<file path="src/rtl/rot_pkg.sv">
// rot_pkg: definitions shared by the rotation-amount finder and the barrel shifter bench.
//   rot_state_t  : finder FSM states (idle, search, done)
//   LR_LEFT/RIGHT: direction encoding on the lr output
//   rotl1/rotr1  : single-bit rotates of the low `width` bits of a word up to RotMaxW bits
package rot_pkg;

  typedef enum logic [1:0] {
    StIdle   = 2'd0,
    StSearch = 2'd1,
    StDone   = 2'd2
  } rot_state_t;

  localparam logic LR_LEFT  = 1'b1;
  localparam logic LR_RIGHT = 1'b0;

  // Widest word the rotate helpers handle; callers zero-extend and truncate.
  localparam int unsigned RotMaxW = 64;

  function automatic logic [RotMaxW-1:0] rot_mask(input int unsigned width);
    return {RotMaxW{1'b1}} >> (RotMaxW - width);
  endfunction

  function automatic logic [RotMaxW-1:0] rotl1(input logic [RotMaxW-1:0] w,
                                               input int unsigned width);
    return ((w << 1) | (w >> (width - 1))) & rot_mask(width);
  endfunction

  function automatic logic [RotMaxW-1:0] rotr1(input logic [RotMaxW-1:0] w,
                                               input int unsigned width);
    return ((w >> 1) | (w << (width - 1))) & rot_mask(width);
  endfunction

endpackage

</file>
<file path="src/rtl/rot_stats_ctr.sv">
// rot_stats_ctr: saturating event counter.
//   clk   : rising-edge clock
//   rst_n : asynchronous active-low reset, count -> 0
//   clr   : synchronous clear, wins over inc
//   inc   : count one event (holds at all-ones)
//   cnt   : current count
module rot_stats_ctr #(
  parameter int unsigned Width = 16
) (
  input  logic             clk,
  input  logic             rst_n,
  input  logic             clr,
  input  logic             inc,
  output logic [Width-1:0] cnt
);

  logic [Width-1:0] cnt_q, cnt_d;

  always_comb begin
    cnt_d = cnt_q;
    if (clr) begin
      cnt_d = '0;
    end else if (inc && (cnt_q != {Width{1'b1}})) begin
      cnt_d = cnt_q + 1'b1;
    end
  end

  always_ff @(posedge clk or negedge rst_n) begin
    if (!rst_n) begin
      cnt_q <= '0;
    end else begin
      cnt_q <= cnt_d;
    end
  end

  assign cnt = cnt_q;

endmodule

</file>
<file path="src/rtl/rot_amount_finder.sv">
// rot_amount_finder: recovers the rotation distance and direction that maps orig onto rotated.
// One candidate distance d is tried per clock, left and right in parallel, d = 0..WIDTH/2.
//   clk, rst_n : clock, asynchronous active-low reset
//   start      : request a search (accepted only in idle)
//   orig       : unrotated word, captured on accepted start
//   rotated    : target word, captured on accepted start
//   busy       : search in progress
//   done       : one-cycle pulse, result valid
//   found/n/lr : match flag, distance, direction (1 = left); held until next accepted start
// Optional build macro ROT_FINDER_STATS_EN adds:
//   stats_clr  : synchronous clear of both counters
//   srch_cnt   : completed searches (saturating)
//   miss_cnt   : completed searches with no match (saturating)
module rot_amount_finder
  import rot_pkg::*;
#(
  parameter int unsigned WIDTH = 8,
  localparam int unsigned SHW = $clog2(WIDTH)
) (
  input  logic             clk,
  input  logic             rst_n,
  input  logic             start,
  input  logic [WIDTH-1:0] orig,
  input  logic [WIDTH-1:0] rotated,
  output logic             busy,
  output logic             done,
  output logic             found,
  output logic [SHW-1:0]   n,
`ifdef ROT_FINDER_STATS_EN
  input  logic             stats_clr,
  output logic [15:0]      srch_cnt,
  output logic [15:0]      miss_cnt,
`endif
  output logic             lr
);

  localparam logic [SHW-1:0] Half = SHW'(WIDTH / 2);

  rot_state_t       state_q, state_d;
  logic [WIDTH-1:0] wl_q, wl_d;   // orig rotated left by d
  logic [WIDTH-1:0] wr_q, wr_d;   // orig rotated right by d
  logic [WIDTH-1:0] tgt_q, tgt_d;
  logic [SHW-1:0]   d_q, d_d;
  logic             found_q, found_d;
  logic [SHW-1:0]   n_q, n_d;
  logic             lr_q, lr_d;

  logic [WIDTH-1:0] wl_next, wr_next;
  logic             match_l, match_r;

  assign wl_next = WIDTH'(rotl1(RotMaxW'(wl_q), WIDTH));
  assign wr_next = WIDTH'(rotr1(RotMaxW'(wr_q), WIDTH));
  assign match_l = (wl_q == tgt_q);
  assign match_r = (wr_q == tgt_q);

  always_comb begin
    state_d = state_q;
    wl_d    = wl_q;
    wr_d    = wr_q;
    tgt_d   = tgt_q;
    d_d     = d_q;
    found_d = found_q;
    n_d     = n_q;
    lr_d    = lr_q;
    unique case (state_q)
      StIdle: begin
        if (start) begin
          wl_d    = orig;
          wr_d    = orig;
          tgt_d   = rotated;
          d_d     = '0;
          found_d = 1'b0;
          n_d     = '0;
          lr_d    = LR_RIGHT;
          state_d = StSearch;
        end
      end
      StSearch: begin
        // Left is checked first so it wins ties (including d = 0 and half-width).
        if (match_l) begin
          found_d = 1'b1;
          n_d     = d_q;
          lr_d    = LR_LEFT;
          state_d = StDone;
        end else if (match_r) begin
          found_d = 1'b1;
          n_d     = d_q;
          lr_d    = LR_RIGHT;
          state_d = StDone;
        end else if (d_q == Half) begin
          found_d = 1'b0;
          n_d     = '0;
          lr_d    = LR_RIGHT;
          state_d = StDone;
        end else begin
          wl_d = wl_next;
          wr_d = wr_next;
          d_d  = d_q + 1'b1;
        end
      end
      StDone: begin
        state_d = StIdle;
      end
      default: begin
        state_d = StIdle;
      end
    endcase
  end

  always_ff @(posedge clk or negedge rst_n) begin
    if (!rst_n) begin
      state_q <= StIdle;
      wl_q    <= '0;
      wr_q    <= '0;
      tgt_q   <= '0;
      d_q     <= '0;
      found_q <= 1'b0;
      n_q     <= '0;
      lr_q    <= 1'b0;
    end else begin
      state_q <= state_d;
      wl_q    <= wl_d;
      wr_q    <= wr_d;
      tgt_q   <= tgt_d;
      d_q     <= d_d;
      found_q <= found_d;
      n_q     <= n_d;
      lr_q    <= lr_d;
    end
  end

  assign busy  = (state_q == StSearch);
  assign done  = (state_q == StDone);
  assign found = found_q;
  assign n     = n_q;
  assign lr    = lr_q;

`ifdef ROT_FINDER_STATS_EN
  rot_stats_ctr #(
    .Width(16)
  ) u_srch_ctr (
    .clk  (clk),
    .rst_n(rst_n),
    .clr  (stats_clr),
    .inc  (state_q == StDone),
    .cnt  (srch_cnt)
  );

  rot_stats_ctr #(
    .Width(16)
  ) u_miss_ctr (
    .clk  (clk),
    .rst_n(rst_n),
    .clr  (stats_clr),
    .inc  ((state_q == StDone) && !found_q),
    .cnt  (miss_cnt)
  );
`endif

endmodule

</file>
<file path="config.mk">
export PLATFORM = sky130hd
export DESIGN_NAME = rot_amount_finder
export DESIGN_NICKNAME = d
export VERILOG_FILES = /design/src/rtl/rot_pkg.sv /design/src/rtl/rot_stats_ctr.sv /design/src/rtl/rot_amount_finder.sv
export SDC_FILE = /design/constraint.sdc
export NUM_CORES = 1
export LEC_CHECK = 0
export CORE_MARGIN = 3
export CORE_UTILIZATION = 40
export CTS_CLUSTER_SIZE = 10
export DETAILED_ROUTE_END_ITERATION = 16
export GPL_TIMING_DRIVEN = 0
export SLEW_MARGIN = 20
export SYNTH_ARGS = -nofsm -noshare
export SYNTH_HDL_FRONTEND = slang
export SYNTH_SLANG_ARGS = --single-unit
export TNS_END_PERCENT = 10
</file>
<file path="constraint.sdc">
create_clock -name clk -period 4.9 [get_ports clk]
set_input_delay 0.49 -clock clk [delete_from_list [all_inputs] [get_ports clk]]
set_output_delay 0.49 -clock clk [all_outputs]
set_load 0.02 [all_outputs]
</file>
==> results_dict.tcl, run 1 <==
set metrics [dict create \
    ir_drop_v 0.000302 \
    routed.top_layer "met4" \
    clock_path_buffers 2 \
    cts_num_sinks 34 \
    tns_ns 0 \
    synthMuxAreaShare_pct 18.6 \
    cp.depth 6 \
    synth_xor_area_share_pct 7.88 \
    syn_area_um2 1780 \
    io_pins 26 \
    fmax_mhz 360 \
    clock-root-buffer "clkbuf_8" \
    synth-simple-area-share_pct 14.3 \
    n_antenna_cell 0 \
    ctsHoldBuffers 0 \
    synth_top_area_share_pct 47.9 \
    dpl.hpwl_um 2760 \
    remaining_drc_errors 0 \
    start_util_pct 42.9 \
    drt_wl_total_um 3660 \
    rsz0062_at_grt "no" \
    h-tree-depth 2 \
    numCtsBuffers 5 \
    worstPathRequired_ns 4.41 \
    met1_length_um 1670 \
    slowest_delay_ns 0.65 \
    synth-compound-area-share_pct 6.69 \
    min_path_type "primary input to async pin" \
    synthAdderAreaFrac_pct 1.41 \
    wl_per_cell_um 15.0 \
    grt_pass1_vias 1290 \
    drive_gt1_share_pct 23.3 \
    io_buffers 25 \
    clock_latency_ns 0.29 \
    syn_inst 159 \
    vias 1260 \
    grt_start_max_net_pins 19 \
    nets 213 \
    met2_length_um 1760 \
    critPathMostFrequentCell "buf_2" \
    synth_nets 180 \
    final-hold-violation-count 0 \
    die_area_um2 5280 \
    setup_violations 0 \
    ys_types 26 \
    drtAntennaViolNets 0 \
    first_pass_iters 4 \
    netlist_top_cells_area "dfrtp_1 48%, mux2_4 14%, nand2_1 8.9%, xnor2_1 7.9%, mux2_2 5.1%" \
    crit_chain "nand2b_1 > buf_4 > inv_2 > buf_2 > buf_2 > clkdlybuf4s50_1" \
    layout_setup_ws_ns 2.12 \
    die_x_um 72.7 \
    first_iter_violations 72 \
    grtUsageTotal_pct 15.7 \
    ys_seq_elements 34 \
    timing.hold.ws_ns 0.139 \
    fin_skew_ns 0.00783 \
    ys.warnings.count 0 \
    crit_fanout 10 \
    crit_family "buffers and inverters" \
    layout.cells.non_filler 243 \
    cts_setup_buffers 0 \
    worstSetupStartpointType "flop" \
    yosysSeqAreaShare_pct 47.9 \
    power_leakage_uw 0.00104 \
    core-area_um2 4140 \
    post-route-period-util_pct 56.7 \
    worstMarginPinSlew_ns 0.599 \
    drv_cap 0 \
    cts.reportedPaths.clkPinSlew_ns 0.07 \
    path_buf_inv 5 \
    cts_tree "yes" \
    crit_slowest_cell "clkdlybuf4s50_1" \
    die_y_um 72.7 \
    gp_congestion 0.776 \
    endpoint_kind "output port" \
    dp.cells 235 \
    antenna_found_initial 0 \
    post_drt_via_cell_ratio 5.19 \
    maxSlewViolCount 0 \
    pre_cts_slack_ns 2.41 \
    fp-row-count 23 \
    period_needed_ns 2.78 \
    status "finished clean" \
    syn_area_per_cell_um2 11.2 \
    overflow 0 \
    slew_headroom_pct 59.6 \
    netlist.top_cell.by_area "dfrtp_1" \
    cts.repair.resized 0 \
    grt_pass1_wl_um 6310 \
    criticalPathCategory "flop to output port" \
    wl_met3_um 165 \
    synth_top_family_by_area "multiplexers" \
    arrival_ns 2.29 \
    area_growth_pct 25.1 \
    reg2regPathDepth 5 \
    p_per_area_nw_per_um2 741 \
]
path summary, 6_finish.rpt:
kind	start	endpoint	slack, ns
worst min register to register	found	found	0.48
worst max register to register	state_q[0]	wl_q[0]	2.95
min in group clk	found	found	0.48
worst max-delay path	state_q[1]	busy	2.12
worst min-delay path	rst_n	tgt_q[0]	0.14
max in group asynchronous	rst_n	tgt_q[6]	4.32
synth_stat cells:
master and number:
nand2_1 42, dfrtp_1 34, mux2_4 16, xnor2_1 16, mux2_2 8, nor2_1 7, a22o_1 4, inv_1 4
nand4_1 4, o21ai_0 3, buf_2 2, buf_6 2, ha_1 2, nand2b_1 2, o21ai_2 2, a211oi_1 1
a21o_1 1, a22oi_2 1, buf_4 1, inv_2 1, nor2b_1 1, nor3b_4 1, o21a_1 1, o21bai_1 1
o2bb2ai_1 1, or3_2 1
through the flow:
stage / util, % / power (uW) / area [um^2]
after global routing: 53.7 / 1760 / 2220
final: 53.7 / 1650 / 2220
after global placement: 50.5 / 1390 / 2090
after floorplan: - / 1210 / 1780
after CTS: 53.7 / 1670 / 2220
after detailed placement: 51.0 / 1420 / 2110
logic make-up (layout without fill, tap and decap cells):
kind of cell | after synthesis | in the layout
simple gates | 58 | 58
compound gates | 15 | 15
fa+ha+maj | 2 | 2
xor+xnor | 16 | 16
mux | 24 | 24
buf+inv | 10 | 44
flops | 34 | 34
power breakdown:
group	switching, uW	internal (uW)
combinational	369	485
sequential	134	413
clock	103	142
total	606	1040
routing by layer:
layer | track usage [%] | up-vias
met5 | 0 | -
met4 | 5.53 | 0
met3 | 3.44 | 8
met2 | 24.7 | 30
met1 | 21.2 | 622
li1 | - | 600
registers in the layout (all words and copies together) (netlist names):
register  count
tgt_q         8
state_q       2
d_q           3
found         1
n             3
lr            1
wl_q          8
wr_q          8
layout by cell type, fill, tap and decap left out, types with 3 or more instances in the layout:
cell type        Yosys  final
dfrtp_1             34     34
clkbuf_8             0      8
mux2_4              16     16
nand2_1             42     42
nor2_1               7      7
clkdlybuf4s50_1      0     24
buf_2                2      3
mux2_2               8      8
o21ai_0              3      3
nand4_1              4      4
a22o_1               4      4
inv_1                4      4
xnor2_1             16     16
cell type report:
cell class | count | area (um^2)
tap | 50 | 62.6
multi-input combinational | 115 | 868
timing repair buffer | 26 | 273
fill | 392 | 1920
buffer | 5 | 40.0
clock buffer | 8 | 110
sequential | 34 | 851
inverter | 5 | 18.8
Power figures use the tool's default switching activity.
==> inputs of run 2 (changes only) <==
==> constraint.sdc (replaced) <==
create_clock -name clk -period 2.59 [get_ports clk]
set_input_delay 0.259 -clock clk [delete_from_list [all_inputs] [get_ports clk]]
set_output_delay 0.259 -clock clk [all_outputs]
set_load 0.02 [all_outputs]
==> run 2 against run 1 <==
Against the previous run: sequential cell count did not move; largest power group unchanged; die area unchanged; cell count increased by 0.41%; final area increased by 0.56%; non-clock buffer count is 1 higher.
==> results_dict.tcl, run 2 (synthesis results as in run 1) <==
set metrics [dict create \
    reg2reg_slack_ns 0.64 \
    vias 1266 \
    switching_share_pct 36.9 \
    first_pass_iters 4 \
    h-tree-depth 2 \
    nets 214 \
    start_util_pct 42.9 \
    die_x_um 72.7 \
    reg2regPathDepth 5 \
    die_area_um2 5280 \
    r2r-end "wl_q[0]" \
    worstSetupStartpointType "flop" \
    ir_drop_v 0.000573 \
    min_path_type "primary input to async pin" \
    core-area_um2 4140 \
    clock_path_buffers 2 \
    worstPathRequired_ns 2.33 \
    final_cell_mix "42 x nand2_1, 34 x dfrtp_1, 23 x clkdlybuf4s50_1, 16 x xnor2_1, 16 x mux2_4" \
    p_per_area_nw_per_um2 1390 \
    cts.reportedPaths.clkPinSlew_ns 0.07 \
    worstMarginPinSlew_ns 0.601 \
    drv_cap 0 \
    gp_congestion 0.776 \
    cts_tree "yes" \
    critPathLaunch "state_q[1]" \
    grtUsageTotal_pct 15.7 \
    cp-endpoint "busy" \
    post-route-period-util_pct 83.3 \
    crit_fanout 10 \
    numCtsBuffers 5 \
    rsz0062_at_grt "no" \
    layout_commonest_cell "nand2_1" \
    first_iter_violations 76 \
    drtAntennaViolNets 0 \
    seqPwrFrac_pct 33.3 \
    p_int_uw 1970 \
    endpoint_kind "output port" \
    clock_latency_ns 0.29 \
    final_area_um2 2240 \
    setup_violations 0 \
    die_y_um 72.7 \
    fp-row-count 23 \
    status "finished clean" \
    cts_num_sinks 34 \
    antenna_found_initial 0 \
    grt_pass1_wl_um 6310 \
    remaining_drc_errors 0 \
    n_antenna_cell 0 \
    overflow 0 \
    tns_ns 0 \
    rr_startpoint "state_q[0]" \
    criticalPathCategory "flop to output port" \
    power_leakage_uw 0.00105 \
    timing.hold.ws_ns 0.447 \
    io_buffers 25 \
    power_frac_clock_pct 14.8 \
    p_comb_share_pct 51.9 \
    placed_cell_area_um2 2110 \
    slew_headroom_pct 59.5 \
    final-hold-violation-count 0 \
    grt_start_max_net_pins 19 \
    post_drt_via_cell_ratio 5.19 \
    reg.largest.list "tgt_q (8), wl_q (8), wr_q (8)" \
    maxSlewViolCount 0 \
    drive_gt1_share_pct 23.2 \
    period_needed_ns 2.16 \
    io_pins 26 \
    area_growth_pct 25.8 \
    arrival_ns 1.90 \
    wl_per_cell_um 15.1 \
    fin_skew_ns 0.00683 \
    p_switching_uw 1150 \
    dpl.hpwl_um 2760 \
    fmax_mhz 463 \
    clock-root-buffer "clkbuf_8" \
    drt_wl_total_um 3690 \
    grt_pass1_vias 1290 \
]
run 2: repair_timing:
| item | in CTS | in global routing |
|---|---|---|
| buffers inserted | 0 | 0 |
| endpoints found under the hold margin | 16 | 0 |
| resized for setup | 0 | 1 |
| setup endpoints to repair | 0 | 1 |
| hold buffers | 1 | 0 |
run 2: stage by stage:
step                util [%]  cells  worst slack, ns  power, uW
finish                  54.0    244            0.432       3120
global route            54.0    244            0.308       3330
CTS                     53.9    244           0.0304       3150
detailed placement      51.0    235            0.333       2680
global placement        50.5    234            0.357       2640
floorplan                  -    159            0.924       2300
run 2: worst min path at each step:
stage	from	endpoint	slack, ns	cells after the start
after floorplan	rst_n	d_q[0]	-0.04	0
after global placement	found	found	0.46	1
after detailed placement	rst_n	wl_q[7]	0.23	1
after CTS	rst_n	tgt_q[0]	0.46	2
after global routing	rst_n	tgt_q[3]	0.49	2
final	rst_n	tgt_q[0]	0.45	2
run 2: critical path: stages, from the launching register on:
cell and delay [ns]:
dfrtp_1 0.43, nand2b_1 0.16, buf_4 0.19, inv_2 0.09
buf_2 0.22, buf_2 0.26, dlymetal6s2s_1 0.26
run 2: power groups by stage:
stage | registers, uW | logic [uW] | clock network [uW]
global route | 1070 | 1770 | 492
global placement | 1040 | 1600 | 0
detailed placement | 1050 | 1630 | 0
finish | 1040 | 1620 | 462
floorplan | 993 | 1300 | 0
CTS | 1040 | 1640 | 473
run 2: cell type report:
| class | count | area (um^2) |
|---|---|---|
| buffer | 5 | 40.0 |
| clock buffer | 8 | 110 |
| fill | 392 | 1910 |
| inverter | 5 | 18.8 |
| multi-input combinational | 115 | 868 |
| sequential | 34 | 851 |
| tap | 50 | 62.6 |
| timing repair buffer | 27 | 285 |
run 2: routing by layer:
metal / part of all wire [%] / vias to the layer above / track usage [%]
met3: 4.5 / 8 / 3.31
met2: 48 / 32 / 24.7
met5: 0 / - / 0
met1: 45 / 623 / 21.3
met4: 1.7 / 0 / 5.53
li1: - / 603 / -
